## config.mk

```make
export PLATFORM = sky130hd
export DESIGN_NAME = redundancy_pair_scanner
export DESIGN_NICKNAME = d
export VERILOG_FILES = /design/src/rtl/redundancy_pair_scanner_pkg.sv /design/src/rtl/redundancy_pair_scanner_pair_output_reg.sv /design/src/rtl/redundancy_pair_scanner.sv
export SDC_FILE = /design/constraint.sdc
export NUM_CORES = 1
export LEC_CHECK = 0
export BUFFER_PORTS_ARGS = -buffer_cell sky130_fd_sc_hd__buf_2
export CAP_MARGIN = 40
export CELL_PAD_IN_SITES_DETAIL_PLACEMENT = 2
export CELL_PAD_IN_SITES_GLOBAL_PLACEMENT = 2
export CORE_MARGIN = 4
export CORE_UTILIZATION = 45
export CTS_CLUSTER_DIAMETER = 40
export CTS_CLUSTER_SIZE = 28
export DETAILED_ROUTE_END_ITERATION = 16
export PLACE_DENSITY_LB_ADDON = 0.3
export SYNTH_ARGS = -nofsm -noshare
export SYNTH_HDL_FRONTEND = slang
export SYNTH_SLANG_ARGS = --single-unit
```

## constraint.sdc

```tcl
create_clock -name clk -period 3.6 [get_ports clk]
set_clock_uncertainty 0.2 [all_clocks]
set_input_delay 0.36 -clock clk [delete_from_list [all_inputs] [get_ports clk]]
set_output_delay 0.36 -clock clk [all_outputs]
set_load 0.03 [all_outputs]
```

## src/rtl/redundancy_pair_scanner_pkg.sv

```systemverilog
// Shared types and defaults for the redundancy pair scanner.
package redundancy_pair_scanner_pkg;

  localparam int unsigned DEF_WORD_WIDTH = 8;
  localparam int unsigned DEF_MAX_C_SIZE = 128;
  localparam int unsigned DEF_IDX_WIDTH  = 7;

  typedef enum logic [2:0] {
    S_IDLE  = 3'd0,
    S_LOAD  = 3'd1,
    S_SCAN  = 3'd2,
    S_DRAIN = 3'd3,
    S_DONE  = 3'd4
  } state_t;

  // Number of i<j pairs in a chunk of n words.
  function automatic int unsigned pair_count(input int unsigned n);
    return (n < 2) ? 0 : (n * (n - 1)) / 2;
  endfunction

endpackage

```

## src/rtl/redundancy_pair_scanner_pair_output_reg.sv

```systemverilog
// Single-entry valid/ready register holding one (idx1, idx2) pair.
// free_c tells the producer a new pair can be loaded this cycle.
module pair_output_reg #(
  parameter int unsigned WIDTH = 8
) (
  input  logic             clk,
  input  logic             reset,
  input  logic             push,
  input  logic [WIDTH-1:0] load_idx1,
  input  logic [WIDTH-1:0] load_idx2,
  input  logic             ready,
  output logic             valid,
  output logic [WIDTH-1:0] idx1,
  output logic [WIDTH-1:0] idx2,
  output logic             free_c
);

  assign free_c = !valid || ready;

  // Load on push, otherwise drop valid once the consumer takes the pair.
  always_ff @(posedge clk) begin
    if (reset) begin
      valid <= 1'b0;
      idx1  <= '0;
      idx2  <= '0;
    end else if (push) begin
      valid <= 1'b1;
      idx1  <= load_idx1;
      idx2  <= load_idx2;
    end else if (ready) begin
      valid <= 1'b0;
    end
  end

endmodule

```

## src/rtl/redundancy_pair_scanner.sv

```systemverilog
// Buffers one chunk of words, compares all pairs i<j and streams out
// every equal pair as (idx1=i, idx2=j).
// Optional feature macro: REDUNDANCY_FIRST_MATCH_EN -- report each redundant
// index only once, against its earliest equal index.
module redundancy_pair_scanner
  import redundancy_pair_scanner_pkg::*;
#(
  parameter int unsigned WORD_WIDTH = DEF_WORD_WIDTH,
  parameter int unsigned MAX_C_SIZE = DEF_MAX_C_SIZE,
  parameter int unsigned IDX_WIDTH  = DEF_IDX_WIDTH
) (
  input  logic                  clk,
  input  logic                  reset,
  input  logic                  start,
  input  logic [IDX_WIDTH:0]    c_size,
  input  logic                  load_valid,
  output logic                  load_ready,
  input  logic [WORD_WIDTH-1:0] load_data,
  output logic                  pair_valid,
  input  logic                  pair_ready,
  output logic [WORD_WIDTH-1:0] idx1,
  output logic [WORD_WIDTH-1:0] idx2,
  output logic                  busy,
  output logic                  done
);

  localparam int unsigned CW = IDX_WIDTH + 1;

  state_t state, next_state;

  logic [WORD_WIDTH-1:0] mem [MAX_C_SIZE];
  logic [IDX_WIDTH-1:0]  load_cnt, i, j, last, last_row, last_in;
  logic [CW-1:0]         size_clamp;
  logic                  load_fire, scan_step, row_skip, push;
  logic                  eq, last_pair, free_c;

`ifdef REDUNDANCY_FIRST_MATCH_EN
  logic [MAX_C_SIZE-1:0] matched;
  logic                  mark;
`endif

  assign size_clamp = (c_size > CW'(MAX_C_SIZE)) ? CW'(MAX_C_SIZE) : c_size;
  assign last_in    = IDX_WIDTH'(size_clamp - CW'(1));
  assign last_row   = last - IDX_WIDTH'(1);
  assign eq         = (mem[i] == mem[j]);
  assign last_pair  = (i == last_row) && (j == last);

  // State register.
  always_ff @(posedge clk) begin
    if (reset) state <= S_IDLE;
    else       state <= next_state;
  end

  // Next state and per-cycle scan actions.
  always_comb begin
    next_state = state;
    load_fire  = 1'b0;
    scan_step  = 1'b0;
    row_skip   = 1'b0;
    push       = 1'b0;
`ifdef REDUNDANCY_FIRST_MATCH_EN
    mark       = 1'b0;
`endif
    unique case (state)
      S_IDLE: begin
        if (start) next_state = (c_size < CW'(2)) ? S_DONE : S_LOAD;
      end
      S_LOAD: begin
        if (load_valid) begin
          load_fire = 1'b1;
          if (load_cnt == last) next_state = S_SCAN;
        end
      end
      S_SCAN: begin
`ifdef REDUNDANCY_FIRST_MATCH_EN
        // Already-reported rows and columns are skipped without a compare.
        if (matched[i]) begin
          row_skip = 1'b1;
          if (i == last_row) next_state = S_DRAIN;
        end else if (matched[j]) begin
          scan_step = 1'b1;
          if (last_pair) next_state = S_DRAIN;
        end else if (free_c) begin
          scan_step = 1'b1;
          push      = eq;
          mark      = eq;
          if (last_pair) next_state = S_DRAIN;
        end
`else
        if (free_c) begin
          scan_step = 1'b1;
          push      = eq;
          if (last_pair) next_state = S_DRAIN;
        end
`endif
      end
      S_DRAIN: begin
        if (free_c) next_state = S_DONE;
      end
      S_DONE: begin
        next_state = S_IDLE;
      end
      default: next_state = S_IDLE;
    endcase
  end

  // Status outputs registered from the next state.
  always_ff @(posedge clk) begin
    if (reset) begin
      busy       <= 1'b0;
      load_ready <= 1'b0;
      done       <= 1'b0;
    end else begin
      busy       <= (next_state != S_IDLE);
      load_ready <= (next_state == S_LOAD);
      done       <= (next_state == S_DONE);
    end
  end

  // Load counter and (i, j) scan indices.
  always_ff @(posedge clk) begin
    if (reset) begin
      load_cnt <= '0;
      last     <= '0;
      i        <= '0;
      j        <= '0;
    end else begin
      if (state == S_IDLE && start) begin
        load_cnt <= '0;
        last     <= last_in;
        i        <= '0;
        j        <= IDX_WIDTH'(1);
      end
      if (load_fire) load_cnt <= load_cnt + IDX_WIDTH'(1);
      if (row_skip || (scan_step && j == last)) begin
        i <= i + IDX_WIDTH'(1);
        j <= i + IDX_WIDTH'(2);
      end else if (scan_step) begin
        j <= j + IDX_WIDTH'(1);
      end
    end
  end

  // Chunk buffer; contents survive reset.
  always_ff @(posedge clk) begin
    if (load_fire) mem[load_cnt] <= load_data;
  end

`ifdef REDUNDANCY_FIRST_MATCH_EN
  // Bitmap of indices already reported as redundant.
  always_ff @(posedge clk) begin
    if (reset)                        matched    <= '0;
    else if (state == S_IDLE && start) matched    <= '0;
    else if (mark)                    matched[j] <= 1'b1;
  end
`endif

  pair_output_reg #(.WIDTH(WORD_WIDTH)) u_out (
    .clk       (clk),
    .reset     (reset),
    .push      (push),
    .load_idx1 (WORD_WIDTH'(i)),
    .load_idx2 (WORD_WIDTH'(j)),
    .ready     (pair_ready),
    .valid     (pair_valid),
    .idx1      (idx1),
    .idx2      (idx2),
    .free_c    (free_c)
  );

endmodule

```

==> impl_metrics.csv <==
group,metric,value,unit
place,gp_congestion,0.984,
synthesis,synth_seq_area_share,0.621,
synthesis,synthCells,2862,
grt,grt_usage,0.389,
synthesis,synth_top_family_by_area,"multiplexers",
place,io_buffers,38,
clock_tree,clkSinkCount,1087,
finish,drive_above_1_share,0.442,
grt,antenna_found_initial,12,
setup_path,cp.buffers_inverters,6,
setup_path,path_cells,"buf_6, buf_12, buf_8, mux4_2, mux2_2, a211oi_4, a311oi_1, buf_2, a211oi_2, buf_4, xor2_4, buf_12, or4b_4, o21ai_2, a21oi_2",
timing,tightest_slew,1060,ps
synthesis,synth.top_cell.area_share,0.597,
outcome,outcome,"finished, violations left",
synthesis,synth_area,51500,um^2
die,rows,123,
clock_tree,clk_latency,820,ps
place,dp_cells,4815,
timing,rsz0062_at_grt,"yes",
finish,layout_common_cells,"1024 x edfxtp_1, 585 x buf_4, 508 x mux4_2, 217 x nor2_1, 163 x clkbuf_16",
place,dp_hpwl,150000,um
finish,final_common_cell,"edfxtp_1",
drt,route.detailed.drc,0,
setup_path,crit_slowest_cell,"or4b_4",
timing,hold_slack,13.1,ps
synthesis,syn_avg_cell_area,18.0,um^2
drt,num_vias,37200,
synthesis,synth-compound-area-share,0.0438,
power_and_ir_drop,p_leak,21.1,nW
setup_path,slowest_delay,610,ps
setup_path,crit_path_end_kind,"flip-flop",
finish,layout.nets,3578,
timing,final-hold-violation-count,0,
finish,syn2layout_area_growth,25.3,%
timing,fmax,0.236,GHz
setup_path,path_class,"reg2reg",
synthesis,yosys.area_share.xor_xnor,0.00660,
setup_path,start_kind,"flip-flop",
synthesis,synth_ff_type,"edfxtp_1",
grt,grt_max_degree,129,
finish,final-instance-count-excl-fill,5188,
drt,dr.pass1.iters,5,
timing,fin_crit_sh,1.18,
worst_hold_path,hp-class,"in2reg",
power_and_ir_drop,powerDensity,494,nW/um^2
clock_tree,root_buffer,"clkbuf_16",
drt,routedWlPerCell,45.5,um
drt,avgViaCountPerCell,7.18,
synthesis,yosys.area_share.simple,0.0498,
timing,finalCriticalPeriod,4240,ps
clock_tree,cts_tree,"built",
synthesis,synthArstFlopShare,0,
timing,setup_ws,-643,ps
drt,antenna_left,0,
synthesis,yosysTopAreaCell,"edfxtp_1",
die,die_h,346,um
setup_path,cp_data_required_time,4050,ps
synthesis,synthMuxAreaShare,0.248,
synthesis,synthAdderAreaFrac,0.00146,
grt,grt_pass1_vias,39400,
setup_path,cpLargestDelayFamily,"buffers and inverters",
clock_tree,cts_buffers,157,
grt,gr-total-overflow,0,
synthesis,synth.area.top_cells,"edfxtp_1 60%, mux4_2 22%, dfxtp_1 2.4%, nor2_1 1.6%, mux2i_1 1.6%",
job,drv_cap,0,
die,io_pins,41,
drt,drt_wl_total,236000,um
grt,grt_pass1_wl,327000,um
setup_path,crit_path_frequent_cell,"buf_12",
clock_tree,cts.clk_slew.worst_paths,80,ps
clock_tree,htree_levels,4,
outcome,violations,"negative setup slack",
setup_path,crit_arrival,4690,ps
die,core,113000,um^2
synthesis,synth-seq-cells,1087,
die,start_util,0.456,
die,dieArea,120000,um^2
timing,setup_viol_count_final,15,
synthesis,synth_cell_types,83,
die,die_x,346,um
setup_path,worstPathMaxFanout,7,
timing,slew_headroom,0.295,
synthesis,synth_edf_count,1024,
clock_tree,ctsLongestPathBuffers,3,
power_and_ir_drop,ir_drop,589,uV
drt,first_iter_violations,5603,
timing,report.final.slew_viol_count,0,
synthesis,yosysWarnings,0,
through the flow:
step	setup TNS (ps)	worst slack, ps	total power, mW	utilization	area [um^2]
after floorplan	-103	-12.0	14.9	-	51500
after detailed placement	-13260	-940	15.6	0.510	57700
after global routing	-9140	-659	32.6	0.571	64600
final	-8800	-643	31.9	0.571	64600
after CTS	-7400	-528	31.8	0.568	64300
after global placement	-12580	-885	15.5	0.509	57600
layer usage:
metal	up-vias	wire length [um]	track usage
li1	13400	-	-
met1	19600	79400	0.467
met2	3205	111000	0.622
met3	1009	26500	0.104
met4	12	19000	0.253
met5	-	109	0
sequential cells by signal, indices dropped and copies added, names as in the netlist, named ones only:
register and cells:
mem 1024, i 7, j 7, last 7, load_cnt 7, u_out.idx1 7, u_out.idx2 7, state 3
busy 1, done 1, load_ready 1, u_out.valid 1
final timing paths:
check / startpoint / endpoint / slack (ps) / cells past startpoint
max: flip-flop / u_out.idx2[1]$_SDFFE_PP0P_ / -640 / 15
min: load_data[0] / mem[123][0]$_DFFE_PP_ / 10 / 1
max reg2reg: flip-flop / u_out.idx2[1]$_SDFFE_PP0P_ / -640 / 15
min reg2reg: u_out.idx2[5]$_SDFFE_PP0P_ / u_out.idx2[5]$_SDFFE_PP0P_ / 270 / 2
report_power, final:
| part | internal [mW] | switching [mW] |
|---|---|---|
| clock | 9.48 | 6.76 |
| sequential | 13.8 | 0.0387 |
| combinational | 0.763 | 1.01 |
| total | 24.1 | 7.81 |
synth_stat cells (all sizes together), types with 13 or more instances:
library cell,instances
a211oi,41
a21oi,63
a31oi,13
buf,151
clkbuf,69
dfxtp,63
edfxtp,1024
mux2,23
mux2i,80
mux4,517
nand2,135
nand3,52
nor2,219
nor2b,28
nor3,20
o21ai,59
o221ai,24
o22ai,60
xnor2,23
xor2,15
cell type report:
cell class	instances	area [um^2]
multi-input combinational	1549	18500
tap	1500	1880
clock buffer	174	4100
clock inverter	116	1260
sequential	1087	32000
inverter	8	30.0
antenna	6	15.0
timing repair buffer	748	6790
fill	9470	48500
cell families (layout without fill, tap and decap cells):
| group | Yosys count | after routing |
|---|---|---|
| mux | 620 | 620 |
| flops | 1087 | 1087 |
| simple gates | 552 | 553 |
| other cells | 1 | 8 |
| xor+xnor | 38 | 38 |
| buf+inv | 228 | 1046 |
| compound gates | 330 | 330 |
| fa+ha+maj | 6 | 6 |
what timing repair did:
| action | in CTS | in global routing |
|---|---|---|
| hold buffers | 31 | 0 |
| cloned | 5 | 1 |
| setup buffers | 39 | 3 |
| pin swaps | 17 | 24 |
| hold endpoints to repair | 201 | 0 |
| setup endpoints to repair | 15 | 35 |
| gates resized for setup | 75 | 55 |
Power figures use the tool's default switching activity.
